[src/rtl/piso_pkg.sv]
// Shared definitions for the piso_tx parallel-in serial-out transmitter.
// Holds the FSM state encoding, gap counter width and a counter-width helper.
package piso_pkg;

    typedef enum logic [1:0] {
        StIdle  = 2'd0,
        StShift = 2'd1,
        StGap   = 2'd2
    } piso_state_e;

    // GAP_CYCLES is limited to 0..15.
    localparam int unsigned GAP_CW = 4;

    // Bits needed to count 0..value-1; never less than one.
    function automatic int unsigned clog2(input int unsigned value);
        int unsigned result;
        result = 1;
        for (int i = 1; i < 32; i++) begin
            if ((32'd1 << i) < value) begin
                result = i + 1;
            end
        end
        return result;
    endfunction

endpackage

[src/rtl/piso_tx.sv]
// Parallel-in serial-out transmitter feeding a sipo stage through dout/load.
// Define PISO_PARITY_EN to append an even-parity bit after each data word.
module piso_tx
    import piso_pkg::*;
#(
    parameter int unsigned WIDTH      = 8,
    parameter bit          MSB_FIRST  = 1'b1,
    parameter int unsigned GAP_CYCLES = 0
) (
    input  logic             clk,
    input  logic             rst_n,
    input  logic [WIDTH-1:0] din,
    input  logic             din_valid,
    output logic             din_ready,
    output logic             dout,
    output logic             load,
    output logic             busy
);

`ifdef PISO_PARITY_EN
    localparam int unsigned NBITS = WIDTH + 1;
`else
    localparam int unsigned NBITS = WIDTH;
`endif
    localparam int unsigned CW = clog2(NBITS);
    localparam logic [CW-1:0] CNT_LAST = CW'(NBITS - 1);
    localparam logic [GAP_CW-1:0] GAP_LAST =
        GAP_CW'((GAP_CYCLES == 0) ? 0 : GAP_CYCLES - 1);

    piso_state_e       r_state, w_state_nxt;
    logic [WIDTH-1:0]  r_shift, w_shift_nxt;
    logic [CW-1:0]     r_cnt, w_cnt_nxt;
    logic [GAP_CW-1:0] r_gap, w_gap_nxt;
    logic              r_dout, w_dout_nxt;
    logic              r_load, w_load_nxt;
    logic              w_last, w_ready, w_accept, w_bit;
`ifdef PISO_PARITY_EN
    logic              r_par, w_par_nxt;
`endif

    always_ff @(posedge clk or negedge rst_n) begin
        if (!rst_n) begin
            r_state <= StIdle;
            r_shift <= '0;
            r_cnt   <= '0;
            r_gap   <= '0;
            r_dout  <= 1'b0;
            r_load  <= 1'b0;
`ifdef PISO_PARITY_EN
            r_par   <= 1'b0;
`endif
        end else begin
            r_state <= w_state_nxt;
            r_shift <= w_shift_nxt;
            r_cnt   <= w_cnt_nxt;
            r_gap   <= w_gap_nxt;
            r_dout  <= w_dout_nxt;
            r_load  <= w_load_nxt;
`ifdef PISO_PARITY_EN
            r_par   <= w_par_nxt;
`endif
        end
    end

    always_comb begin
        w_state_nxt = r_state;
        w_shift_nxt = r_shift;
        w_cnt_nxt   = r_cnt;
        w_gap_nxt   = r_gap;
        w_dout_nxt  = r_dout;
        w_load_nxt  = r_load;
`ifdef PISO_PARITY_EN
        w_par_nxt   = r_par;
`endif

        w_last = (r_state == StShift) && (r_cnt == CNT_LAST);
        // Without a gap, the last-bit cycle also accepts so words stream with no bubble.
        w_ready = rst_n && ((r_state == StIdle) || ((GAP_CYCLES == 0) && w_last));
        w_accept = din_valid && w_ready;

        w_bit = MSB_FIRST ? r_shift[WIDTH-1] : r_shift[0];
`ifdef PISO_PARITY_EN
        if (r_cnt == CW'(WIDTH - 1)) begin
            w_bit = r_par;
        end
`endif

        if (w_accept) begin
            w_state_nxt = StShift;
            w_cnt_nxt   = '0;
            w_load_nxt  = 1'b1;
            w_dout_nxt  = MSB_FIRST ? din[WIDTH-1] : din[0];
            w_shift_nxt = MSB_FIRST ? {din[WIDTH-2:0], 1'b0} : {1'b0, din[WIDTH-1:1]};
`ifdef PISO_PARITY_EN
            w_par_nxt   = ^din;
`endif
        end else begin
            unique case (r_state)
                StIdle: begin
                    w_dout_nxt = 1'b0;
                    w_load_nxt = 1'b0;
                end
                StShift: begin
                    if (w_last) begin
                        w_state_nxt = (GAP_CYCLES != 0) ? StGap : StIdle;
                        w_cnt_nxt   = '0;
                        w_gap_nxt   = '0;
                        w_dout_nxt  = 1'b0;
                        w_load_nxt  = 1'b0;
                    end else begin
                        w_cnt_nxt   = r_cnt + CW'(1);
                        w_dout_nxt  = w_bit;
                        w_shift_nxt = MSB_FIRST ? {r_shift[WIDTH-2:0], 1'b0}
                                                : {1'b0, r_shift[WIDTH-1:1]};
                    end
                end
                StGap: begin
                    w_dout_nxt = 1'b0;
                    w_load_nxt = 1'b0;
                    if (r_gap == GAP_LAST) begin
                        w_state_nxt = StIdle;
                        w_gap_nxt   = '0;
                    end else begin
                        w_gap_nxt = r_gap + GAP_CW'(1);
                    end
                end
                default: begin
                    w_state_nxt = StIdle;
                    w_dout_nxt  = 1'b0;
                    w_load_nxt  = 1'b0;
                end
            endcase
        end
    end

    assign din_ready = w_ready;
    assign dout      = r_dout;
    assign load      = r_load;
    assign busy      = (r_state != StIdle);

endmodule
[config.mk]
export PLATFORM = sky130hd
export DESIGN_NAME = piso_tx
export DESIGN_NICKNAME = d
export VERILOG_FILES = /design/src/rtl/piso_pkg.sv /design/src/rtl/piso_tx.sv
export SDC_FILE = /design/constraint.sdc
export NUM_CORES = 1
export LEC_CHECK = 0
export CAP_MARGIN = 20
export CELL_PAD_IN_SITES_DETAIL_PLACEMENT = 1
export CELL_PAD_IN_SITES_GLOBAL_PLACEMENT = 1
export CORE_MARGIN = 5
export CORE_UTILIZATION = 36
export CTS_BUF_LIST = sky130_fd_sc_hd__clkbuf_16
export CTS_CLUSTER_DIAMETER = 120
export CTS_CLUSTER_SIZE = 12
export DETAILED_ROUTE_END_ITERATION = 10
export GPL_ROUTABILITY_DRIVEN = 1
export GPL_TIMING_DRIVEN = 0
export PLACE_DENSITY = 0.74
export SKIP_LAST_GASP = 1
export SLEW_MARGIN = 20
export SYNTH_ARGS = -nofsm -noshare
export SYNTH_HDL_FRONTEND = slang
export SYNTH_SLANG_ARGS = --single-unit
[constraint.sdc]
create_clock -name clk -period 1.9 [get_ports clk]
set_clock_uncertainty 0.05 [all_clocks]
set_input_delay 0.38 -clock clk [delete_from_list [all_inputs] [get_ports clk]]
set_output_delay 0.38 -clock clk [all_outputs]
set_load 0.05 [all_outputs]
==> flow_results.xml <==
<?xml version="1.0" encoding="UTF-8"?>
<metrics>
  <group name="timing">
    <metric name="finalSetupTns" unit="ns">-0.0811</metric>
    <metric name="setup_viol" unit="">2</metric>
    <metric name="maxSlewViolCount" unit="">0</metric>
    <metric name="postLayoutSetupSlackWorst" unit="ns">-0.0610</metric>
    <metric name="finalHoldViolations" unit="">0</metric>
    <metric name="max_freq" unit="GHz">0.510</metric>
    <metric name="min_period_over_period" unit="">1.03</metric>
    <metric name="post_route_worst_hold_slack" unit="ns">0.00235</metric>
    <metric name="finalCriticalPeriod" unit="ns">1.96</metric>
    <metric name="timing_worst_slew_pin_value" unit="ns">0.498</metric>
    <metric name="unrepaired_setup_endpoints_after_global_routing" unit="">true</metric>
    <metric name="max_slew_margin" unit="">0.667</metric>
  </group>
  <group name="power_and_ir_drop">
    <metric name="power.share.clock" unit="">0.263</metric>
    <metric name="static_leakage_power" unit="nW">0.429</metric>
    <metric name="combPwrFrac" unit="">0.432</metric>
    <metric name="internal-power" unit="µW">978</metric>
    <metric name="switching_share_of_power" unit="">0.331</metric>
    <metric name="seq_power_share" unit="">0.305</metric>
    <metric name="power.switching" unit="µW">484</metric>
    <metric name="power" unit="mW">1.46</metric>
    <metric name="power-per-cell-area" unit="mW/mm²">1640</metric>
    <metric name="worst_ir_drop_vdd" unit="mV">0.962</metric>
  </group>
  <group name="worst_setup_path">
    <metric name="critical_path_arrival" unit="ns">1.53</metric>
    <metric name="critPathCaptureType" unit="">primary output</metric>
    <metric name="start_kind" unit="">flop</metric>
    <metric name="criticalPathCategory" unit="">flop to primary output</metric>
    <metric name="critical_path_required" unit="ns">1.47</metric>
    <metric name="timing.reg2reg.worst_path_depth" unit="">8</metric>
    <metric name="worstPathMaxFanout" unit="">2</metric>
  </group>
  <group name="die">
    <metric name="dieWidth" unit="µm">50.4</metric>
    <metric name="die_h" unit="µm">50.4</metric>
    <metric name="floorplan.initialDensity" unit="">0.386</metric>
    <metric name="core_area" unit="mm²">0.00152</metric>
    <metric name="rows" unit="">14</metric>
    <metric name="top_level_ports" unit="">15</metric>
    <metric name="die_area" unit="mm²">0.00254</metric>
  </group>
  <group name="place">
    <metric name="place_inst" unit="">77</metric>
    <metric name="place.detailed.hpwl" unit="µm">854</metric>
    <metric name="detailed_place.area" unit="µm²">748</metric>
    <metric name="place_congestion" unit="">0.598</metric>
    <metric name="port-buffer-count" unit="">14</metric>
  </group>
  <group name="synth">
    <metric name="synthDominantCellAreaShare" unit="">0.553</metric>
    <metric name="syn-cell-area" unit="µm²">588</metric>
    <metric name="netlist-cell-type-count" unit="">20</metric>
    <metric name="synth.top_cells.by_area" unit="">sky130_fd_sc_hd__dfrtp_1, sky130_fd_sc_hd__a221o_1, sky130_fd_sc_hd__and2_1</metric>
    <metric name="synth_area_per_cell" unit="µm²">12.5</metric>
    <metric name="synthesis.instances" unit="">47</metric>
    <metric name="syn_nets" unit="">60</metric>
    <metric name="yosys_warnings" unit="">0</metric>
    <metric name="synth.yosys.seq_area_share" unit="">0.553</metric>
    <metric name="synthDominantAreaCellType" unit="">sky130_fd_sc_hd__dfrtp_1</metric>
    <metric name="ff_latch_count_synth" unit="">13</metric>
  </group>
  <group name="route">
    <metric name="route.antenna.remaining_nets" unit="">0</metric>
    <metric name="route.detailed.drc" unit="">0</metric>
    <metric name="dr_total_vias" unit="">485</metric>
    <metric name="drt_first_iter_violations" unit="">9</metric>
    <metric name="wl_per_cell" unit="µm">17.4</metric>
    <metric name="vias_per_cell" unit="">5.57</metric>
    <metric name="finalWirelength" unit="µm">1510</metric>
    <metric name="drt_pre_antenna_iters" unit="">4</metric>
  </group>
  <group name="layout">
    <metric name="fraction_of_layout_instances_using_a_drive_strength_above_1" unit="">0.296</metric>
    <metric name="most_common_cell_after_layout_fill_and_taps_aside" unit="">sky130_fd_sc_hd__dfrtp_1</metric>
    <metric name="non_filler_cells_in_the_finished_layout" unit="">87</metric>
    <metric name="syn_to_final_growth" unit="%">51.3</metric>
    <metric name="fin_area" unit="µm²">890</metric>
    <metric name="finish.net_count" unit="">85</metric>
    <metric name="diodes" unit="">0</metric>
    <metric name="layout.cells.most_common_list" unit="">sky130_fd_sc_hd__dfrtp_1, sky130_fd_sc_hd__clkdlybuf4s50_1, sky130_fd_sc_hd__and2_1, sky130_fd_sc_hd__a221o_1, sky130_fd_sc_hd__buf_4</metric>
    <metric name="final.fill_count" unit="">155</metric>
  </group>
  <group name="cts">
    <metric name="cts_max_level" unit="">1</metric>
    <metric name="clk_transition_reported_paths" unit="ns">0.04</metric>
    <metric name="cts_hold_repair.buffers" unit="">0</metric>
    <metric name="numCtsBuffers" unit="">3</metric>
    <metric name="clock_insertion_delay_worst_skew" unit="ns">0.24</metric>
    <metric name="cts_tree" unit="">built</metric>
    <metric name="clock-root-buffer" unit="">sky130_fd_sc_hd__clkbuf_16</metric>
    <metric name="cts_num_sinks" unit="">13</metric>
    <metric name="cts-root-to-sink-buffers" unit="">2</metric>
  </group>
  <group name="job">
    <metric name="max_cap_check_violation_count" unit="">0</metric>
  </group>
  <group name="global_routing">
    <metric name="global_route_wire_length_before_repair" unit="µm">2360</metric>
    <metric name="grt.total_usage" unit="">0.126</metric>
    <metric name="grt_pass1_vias" unit="">480</metric>
    <metric name="largest_net_degree_at_the_start_of_global_routing" unit="">18</metric>
    <metric name="global_route.overflow_total" unit="">0</metric>
    <metric name="grt_antenna_before_repair" unit="">0</metric>
  </group>
  <group name="min_path">
    <metric name="worstHoldPathType" unit="">input port to async pin</metric>
  </group>
  <group name="status">
    <metric name="status" unit="">finished with violations</metric>
    <metric name="violations" unit="">negative setup slack</metric>
  </group>
</metrics>
-- synthesized netlist by cell type --
master                    number
sky130_fd_sc_hd__a21oi_1       1
sky130_fd_sc_hd__or2b_1        1
sky130_fd_sc_hd__nor2_1        1
sky130_fd_sc_hd__buf_6         1
sky130_fd_sc_hd__nor2_4        1
sky130_fd_sc_hd__a221o_1       6
sky130_fd_sc_hd__nor2_2        1
sky130_fd_sc_hd__mux2i_1       1
sky130_fd_sc_hd__nand2_1       3
sky130_fd_sc_hd__a22o_2        1
sky130_fd_sc_hd__dfrtp_1      13
sky130_fd_sc_hd__and2_1        7
sky130_fd_sc_hd__nand3_1       2
sky130_fd_sc_hd__ha_1          2
sky130_fd_sc_hd__o21ai_0       1
sky130_fd_sc_hd__a22o_1        1
sky130_fd_sc_hd__nor2b_4       1
sky130_fd_sc_hd__inv_1         1
sky130_fd_sc_hd__and2_2        1
sky130_fd_sc_hd__a21o_2        1
-- repair_timing --
| action | 4_1_cts | 5_1_grt |
|---|---|---|
| endpoints found under the hold margin | 0 | 0 |
| pin swaps | 2 | 1 |
| endpoints found under the setup margin | 11 | 8 |
| setup buffers | 2 | 4 |
| gates resized for setup | 11 | 4 |
-- routing by layer --
metal | part of all wire | vias to the layer above | global-route usage
met5 | 0 | - | 0
met4 | 0.0053 | 0 | 0.0383
met3 | 0.066 | 2 | 0.0592
met2 | 0.51 | 17 | 0.192
met1 | 0.41 | 247 | 0.158
li1 | - | 219 | -
-- critical path, cell delays in order (launching register included) --
cell                      delay (ns)
sky130_fd_sc_hd__dfrtp_1        0.39
sky130_fd_sc_hd__ha_2           0.20
sky130_fd_sc_hd__ha_4           0.16
sky130_fd_sc_hd__or2b_1         0.24
sky130_fd_sc_hd__and2_4         0.17
sky130_fd_sc_hd__buf_8          0.14
-- area by class of cell --
type | count | area (µm²) | share of cell area
flip-flops and latches | 13 | 325 | 0.366
multi-input cells | 32 | 265 | 0.298
repair buffers | 20 | 185 | 0.208
clock buffers | 3 | 75.1 | 0.0844
well taps | 16 | 20.0 | 0.0225
plain buffers | 1 | 11.3 | 0.0127
clock inverters | 1 | 3.75 | 0.00422
inverters | 1 | 3.75 | 0.00422
-- state kept, by name (all words and copies together), names as in the netlist --
| register | cells |
|---|---|
| r_shift | 7 |
| r_cnt | 3 |
| dout | 1 |
| load | 1 |
| r_state | 1 |
-- power groups by stage --
stage / registers [mW] / logic (mW) / clock network [mW]
finish: 0.446 / 0.631 / 0.384
global placement: 0.434 / 0.481 / 0
global route: 0.456 / 0.688 / 0.408
CTS: 0.442 / 0.548 / 0.394
detailed placement: 0.436 / 0.497 / 0
floorplan: 0.492 / 0.293 / 0
-- path summary, 6_finish.rpt --
| kind | from | endpoint | slack, ns |
|---|---|---|---|
| min in group clk | load$_DFFE_PN0P_ | load$_DFFE_PN0P_ | 0.43 |
| worst min-delay path | rst_n | r_cnt[1]$_DFFE_PN0P_ | 0.002 |
| worst min register to register | load$_DFFE_PN0P_ | load$_DFFE_PN0P_ | 0.43 |
| worst max register to register | r_cnt[0]$_DFFE_PN0P_ | r_shift[6]$_DFFE_PN0P_ | 0.08 |
| max in group asynchronous | rst_n | r_shift[3]$_DFFE_PN0P_ | 1.52 |
| worst max-delay path | r_cnt[0]$_DFFE_PN0P_ | din_ready | -0.06 |
-- kinds of logic after synthesis --
kind of cell               share of synthesized area
muxes                                         0.0170
DFF                                            0.553
adders and majority gates                     0.0425
buffers and inverters                         0.0255
and+or+nand+nor                                0.196
AOI/OAI and AO/OA                              0.166
-- stage by stage --
stage / setup WS, ns / utilization
3_5_place_dp: -0.885 / 0.491
2_1_floorplan: 0.118 / -
6_report: -0.0610 / 0.584
3_3_place_gp: -0.874 / 0.491
5_1_grt: -0.105 / 0.584
4_1_cts: -0.0810 / 0.562
Note: power is estimated with default switching activity, not from simulation.
